$ cat src/rtl/ram_pkg.sv
// ----------------------------------------------------------------------------
// ram_pkg
// Shared definitions for the ram_dp_clear block:
//   - ram_state_e : zeroing sequencer states (IDLE, CLEAR)
//   - RDW_OLD / RDW_NEW : read-during-write policy selectors
//   - lanes()  : number of write-mask lanes in a word
//   - addr_w() : address width for a given depth (at least 1 bit)
// ----------------------------------------------------------------------------
package ram_pkg;

  typedef enum logic [0:0] {
    IDLE  = 1'b0,
    CLEAR = 1'b1
  } ram_state_e;

  localparam int unsigned RDW_OLD = 32'd0;
  localparam int unsigned RDW_NEW = 32'd1;

  function automatic int unsigned lanes(input int unsigned size,
                                        input int unsigned lane_w);
    return size / lane_w;
  endfunction

  function automatic int unsigned addr_w(input int unsigned depth);
    if (depth > 32'd1) begin
      return $clog2(depth);
    end else begin
      return 32'd1;
    end
  endfunction

endpackage

$ cat src/rtl/ram_clear_seq.sv
// ----------------------------------------------------------------------------
// ram_clear_seq
// Zeroing sequencer for ram_dp_clear. Leaves reset in CLEAR and walks the
// pointer from 0 to DEPTH-1, one entry per cycle, then parks in IDLE. A clear
// request in IDLE starts a fresh sweep; a request during a sweep is ignored.
//
// Ports:
//   clk          : clock, rising edge
//   rst_n        : asynchronous active-low reset (restarts the sweep)
//   clear_i      : request a new sweep (honoured only in IDLE)
//   busy_o       : registered, high while a sweep is in progress
//   sweep_we_o   : array write strobe for the sweep (zero data)
//   sweep_addr_o : entry being zeroed this cycle
// ----------------------------------------------------------------------------
module ram_clear_seq
  import ram_pkg::*;
#(
  parameter int unsigned DEPTH = 32'd32,
  parameter int unsigned AW    = addr_w(DEPTH)
) (
  input  logic          clk,
  input  logic          rst_n,
  input  logic          clear_i,
  output logic          busy_o,
  output logic          sweep_we_o,
  output logic [AW-1:0] sweep_addr_o
);

  localparam logic [AW-1:0] LAST_ADDR = AW'(DEPTH - 32'd1);

  ram_state_e    state_q, state_d;
  logic [AW-1:0] ptr_q, ptr_d;
  logic          busy_q, busy_d;

  // Next-state and pointer logic; the pointer stops at DEPTH-1 and never
  // wraps into a second sweep.
  always_comb begin
    state_d = state_q;
    ptr_d   = ptr_q;
    case (state_q)
      CLEAR: begin
        if (ptr_q == LAST_ADDR) begin
          state_d = IDLE;
          ptr_d   = '0;
        end else begin
          state_d = CLEAR;
          ptr_d   = ptr_q + AW'(1);
        end
      end
      IDLE: begin
        if (clear_i) begin
          state_d = CLEAR;
          ptr_d   = '0;
        end else begin
          state_d = IDLE;
          ptr_d   = ptr_q;
        end
      end
      default: begin
        state_d = CLEAR;
        ptr_d   = '0;
      end
    endcase
    busy_d = (state_d == CLEAR);
  end

  // State, pointer and busy registers; reset starts a sweep from entry 0.
  always_ff @(posedge clk or negedge rst_n) begin
    if (!rst_n) begin
      state_q <= CLEAR;
      ptr_q   <= '0;
      busy_q  <= 1'b1;
    end else begin
      state_q <= state_d;
      ptr_q   <= ptr_d;
      busy_q  <= busy_d;
    end
  end

  // busy_q tracks state_q == CLEAR exactly, so it doubles as the sweep strobe.
  assign busy_o       = busy_q;
  assign sweep_we_o   = busy_q;
  assign sweep_addr_o = ptr_q;

endmodule

$ cat src/rtl/ram_dp_clear.sv
// ----------------------------------------------------------------------------
// ram_dp_clear
// Simple dual-port synchronous RAM (one write port, one read port) with
// per-lane write masking, selectable same-address read-during-write policy
// and a built-in zeroing sweep after reset or on request.
//
// Ports:
//   clk, rst_n        : clock (rising edge), async active-low reset
//   clear             : pulse to start a zeroing sweep (ignored while busy)
//   busy              : high while the sweep runs; user traffic is ignored
//   wr_en/wr_address  : write request and address
//   wr_data/wr_mask   : write data and per-lane enables (LANE_W bits each)
//   rd_en/rd_address  : read request and address
//   read_data         : registered read data (1-cycle latency, holds)
//   rd_valid          : read_data was updated on the last edge
//
// Parameters: SIZE (word bits), DEPTH (entries, any value), LANE_W (lane
// bits, divides SIZE), RDW_MODE (RDW_OLD or RDW_NEW).
// ----------------------------------------------------------------------------
module ram_dp_clear
  import ram_pkg::*;
#(
  parameter int unsigned SIZE     = 32'd8,
  parameter int unsigned DEPTH    = 32'd32,
  parameter int unsigned LANE_W   = 32'd8,
  parameter int unsigned RDW_MODE = RDW_OLD
) (
  input  logic                            clk,
  input  logic                            rst_n,
  input  logic                            clear,
  output logic                            busy,
  input  logic                            wr_en,
  input  logic [$clog2(DEPTH)-1:0]        wr_address,
  input  logic [SIZE-1:0]                 wr_data,
  input  logic [lanes(SIZE, LANE_W)-1:0]  wr_mask,
  input  logic                            rd_en,
  input  logic [$clog2(DEPTH)-1:0]        rd_address,
  output logic [SIZE-1:0]                 read_data,
  output logic                            rd_valid
);

  localparam int unsigned LANES = lanes(SIZE, LANE_W);
  localparam int unsigned AW    = $clog2(DEPTH);

  // Sequencer interface
  logic          busy_s;
  logic          sweep_we_s;
  logic [AW-1:0] sweep_addr_s;

  // Request qualification
  logic wr_in_range_s;
  logic rd_in_range_s;
  logic user_wr_s;
  logic user_rd_s;
  logic rdw_hit_s;

  // Storage and its single write port
  logic [SIZE-1:0]  mem_q [DEPTH];
  logic             arr_we_s;
  logic [AW-1:0]    arr_addr_s;
  logic [SIZE-1:0]  arr_wdata_s;
  logic [LANES-1:0] arr_lane_we_s;

  // Read path
  logic [SIZE-1:0] old_word_s;
  logic [SIZE-1:0] merged_word_s;
  logic [SIZE-1:0] rd_word_s;
  logic [SIZE-1:0] read_data_q, read_data_d;
  logic            rd_valid_q, rd_valid_d;

  ram_clear_seq #(
    .DEPTH (DEPTH),
    .AW    (AW)
  ) u_seq (
    .clk          (clk),
    .rst_n        (rst_n),
    .clear_i      (clear),
    .busy_o       (busy_s),
    .sweep_we_o   (sweep_we_s),
    .sweep_addr_o (sweep_addr_s)
  );

  // Addresses only go out of range when DEPTH is not a power of two.
  if ((32'd1 << AW) == DEPTH) begin : g_pow2
    assign wr_in_range_s = 1'b1;
    assign rd_in_range_s = 1'b1;
  end else begin : g_npow2
    assign wr_in_range_s = (wr_address < AW'(DEPTH));
    assign rd_in_range_s = (rd_address < AW'(DEPTH));
  end

  // Qualify user requests; an all-zero mask is treated as no write.
  always_comb begin
    user_wr_s = ~busy_s & wr_en & wr_in_range_s & (|wr_mask);
    user_rd_s = ~busy_s & rd_en;
    rdw_hit_s = user_wr_s & user_rd_s & (wr_address == rd_address);
  end

  // Write-port mux: the sweep owns the port while busy, else the user write.
  always_comb begin
    arr_we_s      = 1'b0;
    arr_addr_s    = '0;
    arr_wdata_s   = '0;
    arr_lane_we_s = '0;
    if (sweep_we_s) begin
      arr_we_s      = 1'b1;
      arr_addr_s    = sweep_addr_s;
      arr_wdata_s   = '0;
      arr_lane_we_s = '1;
    end else if (user_wr_s) begin
      arr_we_s      = 1'b1;
      arr_addr_s    = wr_address;
      arr_wdata_s   = wr_data;
      arr_lane_we_s = wr_mask;
    end else begin
      arr_we_s      = 1'b0;
    end
  end

  // Storage array: lane-granular writes, no reset (the sweep zeroes it).
  always_ff @(posedge clk) begin
    if (arr_we_s) begin
      for (int i = 0; i < LANES; i++) begin
        if (arr_lane_we_s[i]) begin
          mem_q[arr_addr_s][i*LANE_W +: LANE_W] <= arr_wdata_s[i*LANE_W +: LANE_W];
        end
      end
    end
  end

  // Read word: out-of-range reads return zero; in write-through mode a
  // same-address write is merged lane by lane into the returned word.
  always_comb begin
    old_word_s = '0;
    if (rd_in_range_s) begin
      old_word_s = mem_q[rd_address];
    end else begin
      old_word_s = '0;
    end
    merged_word_s = old_word_s;
    for (int i = 0; i < LANES; i++) begin
      if (wr_mask[i]) begin
        merged_word_s[i*LANE_W +: LANE_W] = wr_data[i*LANE_W +: LANE_W];
      end else begin
        merged_word_s[i*LANE_W +: LANE_W] = old_word_s[i*LANE_W +: LANE_W];
      end
    end
    if ((RDW_MODE == RDW_NEW) && rdw_hit_s) begin
      rd_word_s = merged_word_s;
    end else begin
      rd_word_s = old_word_s;
    end
  end

  // Output register next-state: read_data holds when no read is accepted.
  always_comb begin
    rd_valid_d = user_rd_s;
    if (user_rd_s) begin
      read_data_d = rd_word_s;
    end else begin
      read_data_d = read_data_q;
    end
  end

  // Output registers.
  always_ff @(posedge clk or negedge rst_n) begin
    if (!rst_n) begin
      read_data_q <= '0;
      rd_valid_q  <= 1'b0;
    end else begin
      read_data_q <= read_data_d;
      rd_valid_q  <= rd_valid_d;
    end
  end

  assign busy      = busy_s;
  assign read_data = read_data_q;
  assign rd_valid  = rd_valid_q;

endmodule

$ cat config.mk
export PLATFORM = sky130hd
export DESIGN_NAME = ram_dp_clear
export DESIGN_NICKNAME = d
export VERILOG_FILES = /design/src/rtl/ram_pkg.sv /design/src/rtl/ram_clear_seq.sv /design/src/rtl/ram_dp_clear.sv
export SDC_FILE = /design/constraint.sdc
export NUM_CORES = 1
export LEC_CHECK = 0
export ABC_AREA = 1
export ABC_CLOCK_PERIOD_IN_PS = 4650
export CELL_PAD_IN_SITES_DETAIL_PLACEMENT = 1
export CELL_PAD_IN_SITES_GLOBAL_PLACEMENT = 1
export CORE_ASPECT_RATIO = 1.4
export CORE_UTILIZATION = 40
export DETAILED_ROUTE_END_ITERATION = 8
export GPL_ROUTABILITY_DRIVEN = 0
export PLACE_DENSITY_LB_ADDON = 0.1
export SKIP_CTS_REPAIR_TIMING = 1
export SLEW_MARGIN = 20
export SYNTH_ARGS = -nofsm -noshare
export SYNTH_HDL_FRONTEND = slang
export SYNTH_SLANG_ARGS = --single-unit
$ cat constraint.sdc
create_clock -name clk -period 4.65 [get_ports clk]
set_input_delay 0.93 -clock clk [delete_from_list [all_inputs] [get_ports clk]]
set_output_delay 0.93 -clock clk [all_outputs]
set_load 0.01 [all_outputs]
==> results.cfg <==
[outcome]
status = completed

[clocking]
clockRootBuffer = clkbuf_16
tritoncts = built
clk_latency_ns = 0.53
numCtsBuffers = 27
cts.sinks = 271
cts_htree_levels = 1
clk_pin_slew_ns = 0.06
clockBufferDepth = 3

[route]
wl_per_cell_um = 22.1
drc = 0
dr.pass1.iters = 4
num_vias = 7159
wirelength_um = 31000
viasPerCell = 5.10
ant_nets = 0
drt_iter0_drc = 369

[global_routing]
grt_pass1_wl_um = 46800
track_usage = 0.224
grt_overflow = 0
grt_max_degree = 65
grt_pass1_vias = 7578
antenna_found_initial = 0

[critical_path]
r2r_slack_ns = 2.10
cp-start-kind = input pin
r2r_end = mem_q[24][2]
crit_fanout = 13
required_ns = 4.80
startpoint = wr_en
critPathCaptureType = register
path_class = input pin to register
r2r-start = u_seq.state_q
ff2ff_path_depth = 6
crit_arrival_ns = 3.05

[yosys]
ys_warn_count = 0
synth-seq-cells = 271
synth_seq_area_share = 0.712
synth.avg_cell_area_um2 = 11.5
synth_top_family_by_area = simple AND/OR/NAND/NOR gates
muxShareOfSynthArea = 0
synth-compound-area-share = 0.00951
synthXorXnorAreaFrac = 0.000774
synth_cell_type_count = 26
synth_cells = 988
synth_fa_ha_area_frac = 0.00221
synthSimpleGateAreaFrac = 0.232
synth_area_mm2 = 0.0113
synth_fp_nets = 1014

[flow_run]
cap_violations = 0

[pwr]
ir_worst_vdd_mv = 0.334
p_per_area_mw_per_mm2 = 510
p_leak_nw = 4.73

[placed_design]
placedCellCount = 1354
dp_slack_ns = 1.21
placed_area_mm2 = 0.0119
port_buffers = 33
place_hpwl_um = 19600

[hold_path]
holdPathEnd = read_data[6]
hold_start = read_data[6]
min_path_cells = 2
hold_path_class = register to register

[timing]
skew_ns = 0.0198
setup_violations = 0
setup_slack_ns = 1.76
grt_setup_unrepaired = no
fin_tns_setup_ns = 0
max_freq_ghz = 0.345
tightest_slew_ns = 1.01
layout_min_cycle_time_ns = 2.89
drv_slew = 0
slew_headroom = 0.321
finalCritPeriodShare = 0.623
hold_viol = 0

[floorplanning]
dieHeight_um = 201
ioPinCount = 34
core_mm2 = 0.0277
die_w_um = 144
dieArea_mm2 = 0.0290
rows = 72
start_util = 0.408

[finish]
fin_cells = 1403
area_growth_pct = 12.8
final_nets = 1039
antenna_cells = 0
drive_gt1_frac = 0.0784
fin_util = 0.460
final_area_mm2 = 0.0128
## worst max path at each step
stage	cells after the start	to
finish	5	mem_q[15][5]
global route	5	mem_q[14][2]
floorplan	3	mem_q[0][0]
global placement	5	mem_q[22][2]
detailed placement	5	mem_q[14][4]
CTS	5	mem_q[14][2]
## synth_stat cells, drive strengths merged
library cell,n,area [um2]
nor2,42,158
clkinv,1,3.75
nand3,225,1140
dfrtp,14,350
buf,48,352
xor2,1,8.76
o22ai,6,70.1
inv,29,114
nand4,1,6.26
nand2,350,1320
dfstp,1,26.3
ha,2,25.0
clkbuf,6,22.5
a21oi,2,10.0
edfxtp,256,7690
a211oi,1,12.5
o21ai,3,15.0
## metal layers
layer | routed length [um] | track usage
met5 | 0 | 0
met2 | 16200 | 0.398
met1 | 13300 | 0.290
met3 | 843 | 0.0229
met4 | 613 | 0.0541
## critical path, stage by stage
cell             delay, ns
clkdlybuf4s50_1       0.53
nand3_4               0.24
o22ai_4               0.21
nand2_1               0.43
nor2_1                0.69
## stage by stage
step                hold slack (ns)  total power, mW
floorplan                     0.488             3.94
global placement              0.469             4.43
detailed placement            0.475             4.45
CTS                           0.492             6.57
global route                  0.526             6.77
finish                        0.482             6.51
## sequential cells by signal, indices dropped and copies added, names as in the netlist
name and count:
u_seq.sweep_addr_o 5, mem_q 256, read_data 8, rd_valid 1, u_seq.state_q 1
## power by group
part / total, mW / internal, mW / switching [mW]
clock: 2.12 / 1.21 / 0.911
combinational: 1.18 / 0.308 / 0.869
sequential: 3.21 / 3.09 / 0.114
## cell families after synthesis
group / after synthesis
and+or+nand+nor: 618
DFF: 271
buffers and inverters: 84
AOI/OAI and AO/OA: 12
adders and majority gates: 2
xor gates and xnor gates: 1
## layout make-up
class,count,area [um2]
Clock inverter,16,139
Tap cell,370,463
Multi-Input combinational cell,633,2790
Clock buffer,33,718
Inverter,30,120
Sequential cell,271,8060
Fill cell,3021,15000
Timing Repair Buffer,50,475
## cells in the final DEF (no fill, tap or decap), drive strengths merged
cell           synthesis  final
inv                   29     28
o21ai                  3      3
dfstp                  1      1
dfrtp                 14     14
edfxtp               256    256
clkbuf                 6     33
clkinvlp               0      4
nand2                350    350
o22ai                  6      6
ha                     2      2
bufinv                 0      2
buf                   48     19
a21oi                  2      2
xor2                   1      1
nand4                  1      1
nor2                  42     42
clkinv                 1     12
clkdlybuf4s50          0     31
nand3                225    225
a211oi                 1      1
Note: power is estimated with default switching activity, not from simulation.
